--- src/rtl/tvc_cas_loader.sv ---
// CAS download loader: parses the TVC program header from the data_io byte stream and
// writes the payload into emulated RAM through a small FIFO and a req/ack port.
module tvc_cas_loader #(
    parameter logic [7:0]  CAS_IDX    = 8'd1,
    parameter int unsigned HDR_LEN    = 144,
    parameter logic [15:0] LOAD_ADDR  = 16'h19EF,
    parameter int unsigned FIFO_DEPTH = 4
) (
    input  logic        clk_sys,
    input  logic        reset,
    input  logic        ioctl_download,
    input  logic [7:0]  ioctl_index,
    input  logic        ioctl_wr,
    input  logic [24:0] ioctl_addr,
    input  logic [7:0]  ioctl_dout,
    output logic        ioctl_clkref,
    output logic        mem_req,
    output logic [15:0] mem_addr,
    output logic [7:0]  mem_din,
    input  logic        mem_ack,
    output logic [15:0] prog_len,
    output logic        busy,
    output logic        done,
    output logic        error
);

    localparam int unsigned PW  = $clog2(FIFO_DEPTH);
    localparam int unsigned HCW = $clog2(HDR_LEN + 1);

    localparam logic [HCW-1:0] HdrLast  = HCW'(HDR_LEN - 1);
    localparam logic [HCW-1:0] OffLenLo = HCW'(8'h82);
    localparam logic [HCW-1:0] OffLenHi = HCW'(8'h83);

    localparam logic [2:0] StIdle   = 3'd0;
    localparam logic [2:0] StHeader = 3'd1;
    localparam logic [2:0] StData   = 3'd2;
    localparam logic [2:0] StDrain  = 3'd3;  // download aborted, finishing pending writes
    localparam logic [2:0] StDone   = 3'd4;
    localparam logic [2:0] StErr    = 3'd5;

    logic [2:0]     state_q, state_d;
    logic           dl_q;
    logic [HCW-1:0] hdr_cnt_q, hdr_cnt_d;
    logic [15:0]    prog_len_q, prog_len_d;
    logic [15:0]    pushed_q, pushed_d;
    logic [15:0]    written_q, written_d;
    logic           done_q, done_d;
    logic           error_q, error_d;
    logic           mem_req_q;
    logic [15:0]    mem_addr_q;
    logic [7:0]     mem_din_q;

    logic [7:0]     fifo_q [FIFO_DEPTH];
    logic [PW:0]    wr_ptr_q, rd_ptr_q;
    logic           fifo_empty, fifo_full;
    logic           push, pop, start;
    logic [16:0]    end_addr, push_addr;

    // ioctl_addr is deliberately unused: byte offsets come from the internal counter
    logic           unused_addr;
    assign unused_addr = ^ioctl_addr;

    assign fifo_empty = (wr_ptr_q == rd_ptr_q);
    assign fifo_full  = (wr_ptr_q[PW] != rd_ptr_q[PW]) &&
                        (wr_ptr_q[PW-1:0] == rd_ptr_q[PW-1:0]);
    assign pop        = mem_req_q && mem_ack;

    // Level start from IDLE; DONE/ERR need a fresh rising edge of the download flag
    assign start = ioctl_download && (ioctl_index == CAS_IDX) &&
                   ((state_q == StIdle) ||
                    (!dl_q && ((state_q == StDone) || (state_q == StErr))));

    assign end_addr  = {1'b0, LOAD_ADDR} + {1'b0, prog_len_d};
    assign push_addr = {1'b0, LOAD_ADDR} + {1'b0, pushed_q};

    // Next-state logic for the download FSM, counters and sticky flags
    always_comb begin
        state_d    = state_q;
        hdr_cnt_d  = hdr_cnt_q;
        prog_len_d = prog_len_q;
        pushed_d   = pushed_q;
        written_d  = written_q + 16'(pop);
        done_d     = done_q;
        error_d    = error_q;
        push       = 1'b0;
        unique case (state_q)
            StIdle, StDone, StErr: begin
                if (start) begin
                    state_d    = StHeader;
                    hdr_cnt_d  = '0;
                    prog_len_d = '0;
                    pushed_d   = '0;
                    written_d  = '0;
                    done_d     = 1'b0;
                    error_d    = 1'b0;
                end
            end
            StHeader: begin
                if (!ioctl_download) begin
                    state_d = StDrain;
                end else if (ioctl_wr) begin
                    hdr_cnt_d = hdr_cnt_q + 1'b1;
                    if (hdr_cnt_q == OffLenLo) prog_len_d[7:0]  = ioctl_dout;
                    if (hdr_cnt_q == OffLenHi) prog_len_d[15:8] = ioctl_dout;
                    if (hdr_cnt_q == HdrLast) begin
                        if (prog_len_d == 16'h0000) begin
                            state_d = StDone;
                            done_d  = 1'b1;
                        end else begin
                            state_d = StData;
                            if (end_addr > 17'h10000) error_d = 1'b1;
                        end
                    end
                end
            end
            StData: begin
                if (ioctl_wr && (pushed_q < prog_len_q)) begin
                    if (fifo_full && !pop) begin
                        error_d = 1'b1;  // overrun: byte lost
                    end else begin
                        pushed_d = pushed_q + 16'd1;
                        push     = !push_addr[16];  // beyond 0xFFFF: discard, never wrap
                    end
                end
                if ((written_q == prog_len_q) && !error_q) begin
                    state_d = StDone;
                    done_d  = 1'b1;
                end else if (!ioctl_download && ((pushed_q < prog_len_q) || error_q)) begin
                    state_d = StDrain;
                end
            end
            StDrain: begin
                if (fifo_empty && !mem_req_q) begin
                    state_d = StErr;
                    error_d = 1'b1;
                end
            end
            default: state_d = StIdle;
        endcase
    end

    // FSM and counter state
    always_ff @(posedge clk_sys) begin
        if (reset) begin
            state_q    <= StIdle;
            dl_q       <= 1'b0;
            hdr_cnt_q  <= '0;
            prog_len_q <= '0;
            pushed_q   <= '0;
            written_q  <= '0;
            done_q     <= 1'b0;
            error_q    <= 1'b0;
        end else begin
            state_q    <= state_d;
            dl_q       <= ioctl_download;
            hdr_cnt_q  <= hdr_cnt_d;
            prog_len_q <= prog_len_d;
            pushed_q   <= pushed_d;
            written_q  <= written_d;
            done_q     <= done_d;
            error_q    <= error_d;
        end
    end

    // FIFO pointers; pop and push may both happen on a full FIFO
    always_ff @(posedge clk_sys) begin
        if (reset) begin
            wr_ptr_q <= '0;
            rd_ptr_q <= '0;
        end else begin
            if (push) wr_ptr_q <= wr_ptr_q + 1'b1;
            if (pop)  rd_ptr_q <= rd_ptr_q + 1'b1;
        end
    end

    // FIFO storage, no reset needed
    always_ff @(posedge clk_sys) begin
        if (push) fifo_q[wr_ptr_q[PW-1:0]] <= ioctl_dout;
    end

    // Memory request: capture FIFO head while idle, hold until ack
    always_ff @(posedge clk_sys) begin
        if (reset) begin
            mem_req_q  <= 1'b0;
            mem_addr_q <= '0;
            mem_din_q  <= '0;
        end else if (pop) begin
            mem_req_q <= 1'b0;
        end else if (!mem_req_q && !fifo_empty) begin
            mem_req_q  <= 1'b1;
            mem_addr_q <= LOAD_ADDR + written_q;
            mem_din_q  <= fifo_q[rd_ptr_q[PW-1:0]];
        end
    end

    assign ioctl_clkref = (state_q == StData) ? ~fifo_full : 1'b1;
    assign mem_req      = mem_req_q;
    assign mem_addr     = mem_addr_q;
    assign mem_din      = mem_din_q;
    assign prog_len     = prog_len_q;
    assign busy         = (state_q == StHeader) || (state_q == StData) || (state_q == StDrain);
    assign done         = done_q;
    assign error        = error_q;

endmodule

--- config.mk ---
export PLATFORM = sky130hd
export DESIGN_NAME = tvc_cas_loader
export DESIGN_NICKNAME = d
export VERILOG_FILES = /design/src/rtl/tvc_cas_loader.sv
export SDC_FILE = /design/constraint.sdc
export NUM_CORES = 1
export LEC_CHECK = 0
export ABC_AREA = 1
export CAP_MARGIN = 40
export CELL_PAD_IN_SITES_DETAIL_PLACEMENT = 0
export CELL_PAD_IN_SITES_GLOBAL_PLACEMENT = 2
export CORE_UTILIZATION = 35
export CTS_BUF_LIST = sky130_fd_sc_hd__clkbuf_4
export DETAILED_ROUTE_END_ITERATION = 16
export GPL_ROUTABILITY_DRIVEN = 0
export MAX_ROUTING_LAYER = met4
export PLACE_DENSITY = 0.88
export SETUP_SLACK_MARGIN = 0.05
export SYNTH_ARGS = -nofsm -noshare
export SYNTH_HDL_FRONTEND = slang
export SYNTH_SLANG_ARGS = --single-unit
--- constraint.sdc ---
create_clock -name clk_sys -period 3.8 [get_ports clk_sys]
set_clock_uncertainty 0.2 [all_clocks]
set_input_delay 0.57 -clock clk_sys [delete_from_list [all_inputs] [get_ports clk_sys]]
set_output_delay 0.57 -clock clk_sys [all_outputs]
set_load 0.02 [all_outputs]
Word level (Yosys, flattened, before mapping)
Memories as Yosys holds them, arrays and structs flattened. A register that Yosys moved wholly into a read port is not among the register bits. Index checks and enable logic that the tools add are counted.

Output and inout port bits: 45. Logic and storage cells: 143. Input bits: 46. Memories: 1. Bits in read-only memories: 0. Bits in latches: 0. RAM bits: 32. Register bits: 85.

Memory list: fifo_q (depth 4, bits a word 8, rd ports 1, clocked after memory_dff 1, wr ports 1, line 53) `logic [7:0] fifo_q [FIFO_DEPTH];`.

Shift operators: 0. Add/sub/neg operators: 8. Bitwise logic cells: 2. $lt $le $gt $ge: 2. Eq/ne operators: 28. Reduce and logical (&&, ||, !) cells: 37. Multiply operators: 0. Div/mod/pow operators: 0. Muxes and demuxes: 53.

Operator list (number): 16-bit 2-to-1 mux (8); 8-bit 2-to-1 mux (11); 16-bit case mux with 2 select lines (2); 13-bit by 16-bit adder with 17-bit output (first input constant) (2); 8-bit == test (second input constant) (3); 3-bit 2-to-1 mux (8); 2-bit inequality test (second input constant) (12); 1-bit 2-to-1 mux (20); 17-bit > comparator (second input constant) (1); 13-bit by 16-bit adder with 16-bit output (first input constant) (1); 16-bit by 1-bit adder with 16-bit output (1); 16-bit by 1-bit adder with 16-bit output (second input constant) (1); 16-bit == test (1); 16-bit logical NOT (1); 16-bit less-than comparator (1); 8-bit case mux with 2 select lines (1); 3-bit case mux with 4 select lines (1); 1-bit logical AND (11); 10-bit AND reduction (1); 3-bit inequality test (second input constant) (3); 8-bit by 1-bit adder with 8-bit output (second input constant) (1); 8-bit by 1-bit == test with 1-bit output (second input constant) (1); 4-bit AND reduction (2); 1-bit logical NOT (7); other kinds (20) (29).

Logic depth before layout (Yosys ltp)
Word-level depth: 16. Gate-level depth with buffers: 24. Depth with buffers taken out: 24.

Least setup slack after synthesis
Ideal clock, no wire load.

Kind: reg-to-reg. Start: register prog_len_q[7] (netlist: prog_len[7]). End: memory fifo_q[3][0], enable pin. Data arrival time: 2120 ps. Path buffers: 0. Library setup time: 375 ps. Setup slack: 1105 ps. Cell stages (with the launch flop): 11. Cells stage by stage: dfxtp_1 > inv_1 > ha_1 > a21oi_1 > o21ai_0 > o211ai_1 > and2_1 > nand2_1 > nor2_1 > o21ai_1 > nor2_1.

Cells in the longest elaborated chain, start to end: 6.

RTL lines: from (decl) (line 44) `logic [15:0] prog_len_q, prog_len_d;`; from (signal assigned) (line 157) `prog_len_q <= prog_len_d;`; 16-bit less-than comparator (line 117) `if (ioctl_wr && (pushed_q < prog_len_q)) begin`; 1-bit logical AND (line 117); 1-bit 2-to-1 mux (line 117); 1-bit 2-to-1 mux (line 86) `unique case (state_q)`; 1-bit 2-to-1 mux (line 178) `if (push) fifo_q[wr_ptr_q[PW-1:0]] <= ioctl_dout;`; 1-bit 2-to-1 mux (not written as such) (line 178); to (decl) (line 53).

Every way passes these cells.

Worst setup path in the final report
Start: register prog_len_q[7] (netlist: prog_len[7]). End: register pushed_q[13].

Cells in the longest elaborated chain, start to end: 4.

RTL lines: 16-bit less-than comparator (line 117); 1-bit logical AND (line 117); 2-bit inequality test (no source line); 4-bit AND reduction (no source line); to (signal assigned) (line 158) `pushed_q <= pushed_d;`; to (decl) (line 45) `logic [15:0] pushed_q, pushed_d;`.

Every way passes these cells. A chain may end at the register's enable or synchronous reset.

==> key figures <==
Pwr
  – Power consumption: roughly 3900 uW
  – PwrDens: between 400 and 500 nW/um2
  – Peak VDD IR: around 0.00021 V
  – Flop pwr share: between 40% and 50%
  – Clk pwr share: a little over a quarter
  – Sw Pwr: around 1400 uW
  – Comb pwr share: about a third
  – Leak: 0.00330 uW
  – Internal power: around 2500 uW
  – Sw Ratio: between 30% and 40%

STA
  – Final worst-path cycle share: between 80% and 90%
  – TNS Setup: 0 ns
  – Tmin final: ~3.3 ns
  – Max Fclk: ~310 MHz
  – Worst setup margin: roughly 0.54 ns
  – RSZ-0062 raised after global routing: no
  – Normalized max-slew margin: 51.9%
  – Final setup violation count: 0
  – Max-slew violations: 0
  – Worst-margin pin slew: 0.721 ns
  – Final Hold Viols: 0

Critical path
  – CP Cell Sequence: inv_1 -> ha_1 -> a21oi_1 -> o21ai_0 -> o211ai_1 -> and2_1 -> nand2_1 -> nand2_1 -> nand2_1 -> inv_1 -> nand2_1 -> or2_2 -> a21oi_1
  – Critical setup path kind: flop to flop
  – Most common cell on crit path: nand2_1
  – Max Fanout on Critical Path: 11
  – Worst setup SP type: flop
  – Slowest stage cell, crit path: dfxtp_1
  – Critical Path AT: between 3 and 4 ns
  – CP max stage delay: ~0.56 ns
  – Crit. End Element: flop
  – Worst EP required: a little over 4 ns

Run status
  – Status: finished, final reports clean

Final layout
  – Fillers: between 2k and 2.5k
  – Layout cells sized above 1: under 10%
  – Cell Count, Final, Fillers Out: 1254
  – Area grow syn2layout: 18.8%
  – Ant. Diodes: 0
  – Commonest cells after routing, fill and taps aside: 165 x nand2_1, 115 x nor2_1, 110 x inv_1
  – Final nets: between 1k and 1.5k
  – Commonest non-fill, non-tap cell in the layout: nand2_1

Clock network
  – Clk buf depth: 2
  – CTS Hold Bufs: 0
  – Reg clk slew, reported paths: between 0.1 and 0.15 ns
  – CTS tree: built
  – Clock Latency Late Sink: approximately 0.57 ns
  – H-Tree Depth: 4
  – Cts repair resizes: 0
  – Clk sinks: around 130
  – Clock root cell: clkbuf_4
  – TritonCTS Buffers: 17
  – Postcts setup bufs: 0

Hold path
  – HP Class: flop to flop

Drt
  – Via density: 4.86
  – Routed Antenna Nets: 0
  – Routed wire length: 19.1 mm
  – Routed wire length per instance: 15.2 um
  – Vias: just over 6k
  – Drc violations: 0
  – Drt first pass iters: 5
  – Initial DRC count: 320

Logic synthesis
  – Largest cells by area after synthesis: dfxtp_1 28%, edfxtp_1 14%, nand2_1 9.2%, nor2_1 6.4%, inv_1 6.1%
  – Area share of the largest cell type after synthesis: between 20% and 30%
  – Netlist cell types: 45
  – Synth Cell Area: between 6000 and 7000 um2
  – FF+latch count, synth: 125
  – Yosys top cell by area: dfxtp_1
  – Post-Syn Nets: roughly 980
  – Synth warn: 0
  – Post-synthesis cell count: slightly above 900
  – Most used DFF post-synth: dfxtp_1
  – Async SR Flop Fraction: 0%
  – Sequential-to-total area share from yosys stat: between 40% and 50%
  – Number of synthesized flops with an enable pin: 32
  – Mean Syn Cell Area: about 7.4 um2

Placement
  – IO buf count: 65
  – DP Worst Slack: 0.322 ns
  – Placed instance count: about 1.2k
  – Hpwl dp: 14.5 mm

Run
  – Maxcap violations: 0

Floorplanning
  – Initial core utilization: 35.9%
  – Die area: 19900 um2
  – Floorplan die height: about 140 um
  – Die width: between 100 and 150 um
  – Core box area: about 19000 um2
  – Row cnt: 50
  – I/O pins: between 90 and 100

Global route
  – Initial antenna violation count: 0
  – Largest net degree at the start of global routing: 33
  – GRT Resource Usage Total: 20.9%
  – Vias in the first global route: 5850
  – Grt ovf: 0
  – First-pass GRT wire length: between 30 and 40 mm
## power groups by stage
stage / clock [uW] / sequential (uW) / combinational [uW]
5_1_grt: 1130 / 1650 / 1370
3_3_place_gp: 0 / 1660 / 1240
2_1_floorplan: 0 / 1790 / 619
3_5_place_dp: 0 / 1660 / 1240
6_report: 1050 / 1630 / 1240
4_1_cts: 1080 / 1640 / 1250
## cells in the mapped netlist, types with 2 or more instances
library cell  number
ha_1              27
nand4_1           13
dfxtp_1           93
inv_4              2
nor4_1             7
nor2_2             3
xnor2_1            7
nor2_4             5
o21ai_0           76
nand3_1           45
a211oi_1           7
nand2_2            9
clkbuf_1          18
o211ai_1           2
nor3_1            29
a21oi_1           58
inv_1            110
xor2_1            13
nand2_4            6
o21ai_1            4
a21oi_2            2
o22ai_1            8
a31oi_1           16
and2_1             2
and3_1             2
inv_2              7
nor2_1           115
nand3b_1           2
a221oi_1           2
buf_6              2
o21ai_2            4
edfxtp_1          32
clkinv_1           2
buf_2              5
nand2_1          165
## worst max-delay path, delay by kind of cell (launching register included)
kind | cells | cell delay (ns)
simple gates | 6 | 1.07
flops | 1 | 0.56
buf+inv | 2 | 0.52
compound gates | 4 | 0.50
fa+ha+maj | 1 | 0.33
## cells by family (layout without fill, tap and decap cells)
logic type               count (synthesis)  count (layout)  share of synthesized area (%)
AND/OR/NAND/NOR                        406             406                           26.9
AO/OA/AOI/OAI                          185             185                           15.2
buffers and inverters                  147             231                           8.55
flip-flops                             125             125                           41.7
adder cells (fa/ha/maj)                 27              27                           5.00
XOR/XNOR                                20              20                           2.59
## worst paths after layout
check             slack [ns]                      start  cells past startpoint                   endpoint
setup / recovery        0.54     prog_len[7]$_SDFF_PP0_                     13  pushed_q[13]$_SDFFE_PP0P_
hold / removal          0.27  hdr_cnt_q[7]$_SDFFE_PP0P_                      1  hdr_cnt_q[7]$_SDFFE_PP0P_
setup reg to reg        0.54     prog_len[7]$_SDFF_PP0_                     13  pushed_q[13]$_SDFFE_PP0P_
hold reg to reg         0.27  hdr_cnt_q[7]$_SDFFE_PP0P_                      1  hdr_cnt_q[7]$_SDFFE_PP0P_
## sequential cells by signal, indices dropped and copies added (netlist names)
signal	count
fifo_q	32
mem_addr	16
prog_len	16
pushed_q	16
written_q	16
hdr_cnt_q	8
mem_din	8
rd_ptr_q	3
state_q	3
wr_ptr_q	3
dl_q	1
done	1
error	1
mem_req	1
## routing by layer
layer | wire length, um | share of wire [%] | global-route usage, %
met1 | 9340 | 49 | 26.7
met2 | 8780 | 46 | 34.0
met3 | 751 | 3.9 | 4.08
met4 | 218 | 1.1 | 5.38
met5 | 0 | 0 | -
## stage by stage
stage	cell area, um2	utilization [%]	hold slack, ns
2_1_floorplan	6760	-	0.227
3_3_place_gp	7720	41.0	0.245
3_5_place_dp	7720	41.0	0.251
4_1_cts	8040	42.7	0.273
5_1_grt	8040	42.7	0.284
6_report	8040	42.7	0.273
## cell type report
type | count | area, um2 | area share (%)
clock buffer | 18 | 135 | 1.68
inverter | 121 | 459 | 5.71
sequential | 125 | 2820 | 35.1
multi-input combinational | 638 | 3360 | 41.8
tap | 260 | 325 | 4.05
timing repair buffer | 78 | 748 | 9.31
clock inverter | 14 | 183 | 2.27
Power figures use the tool's default switching activity.
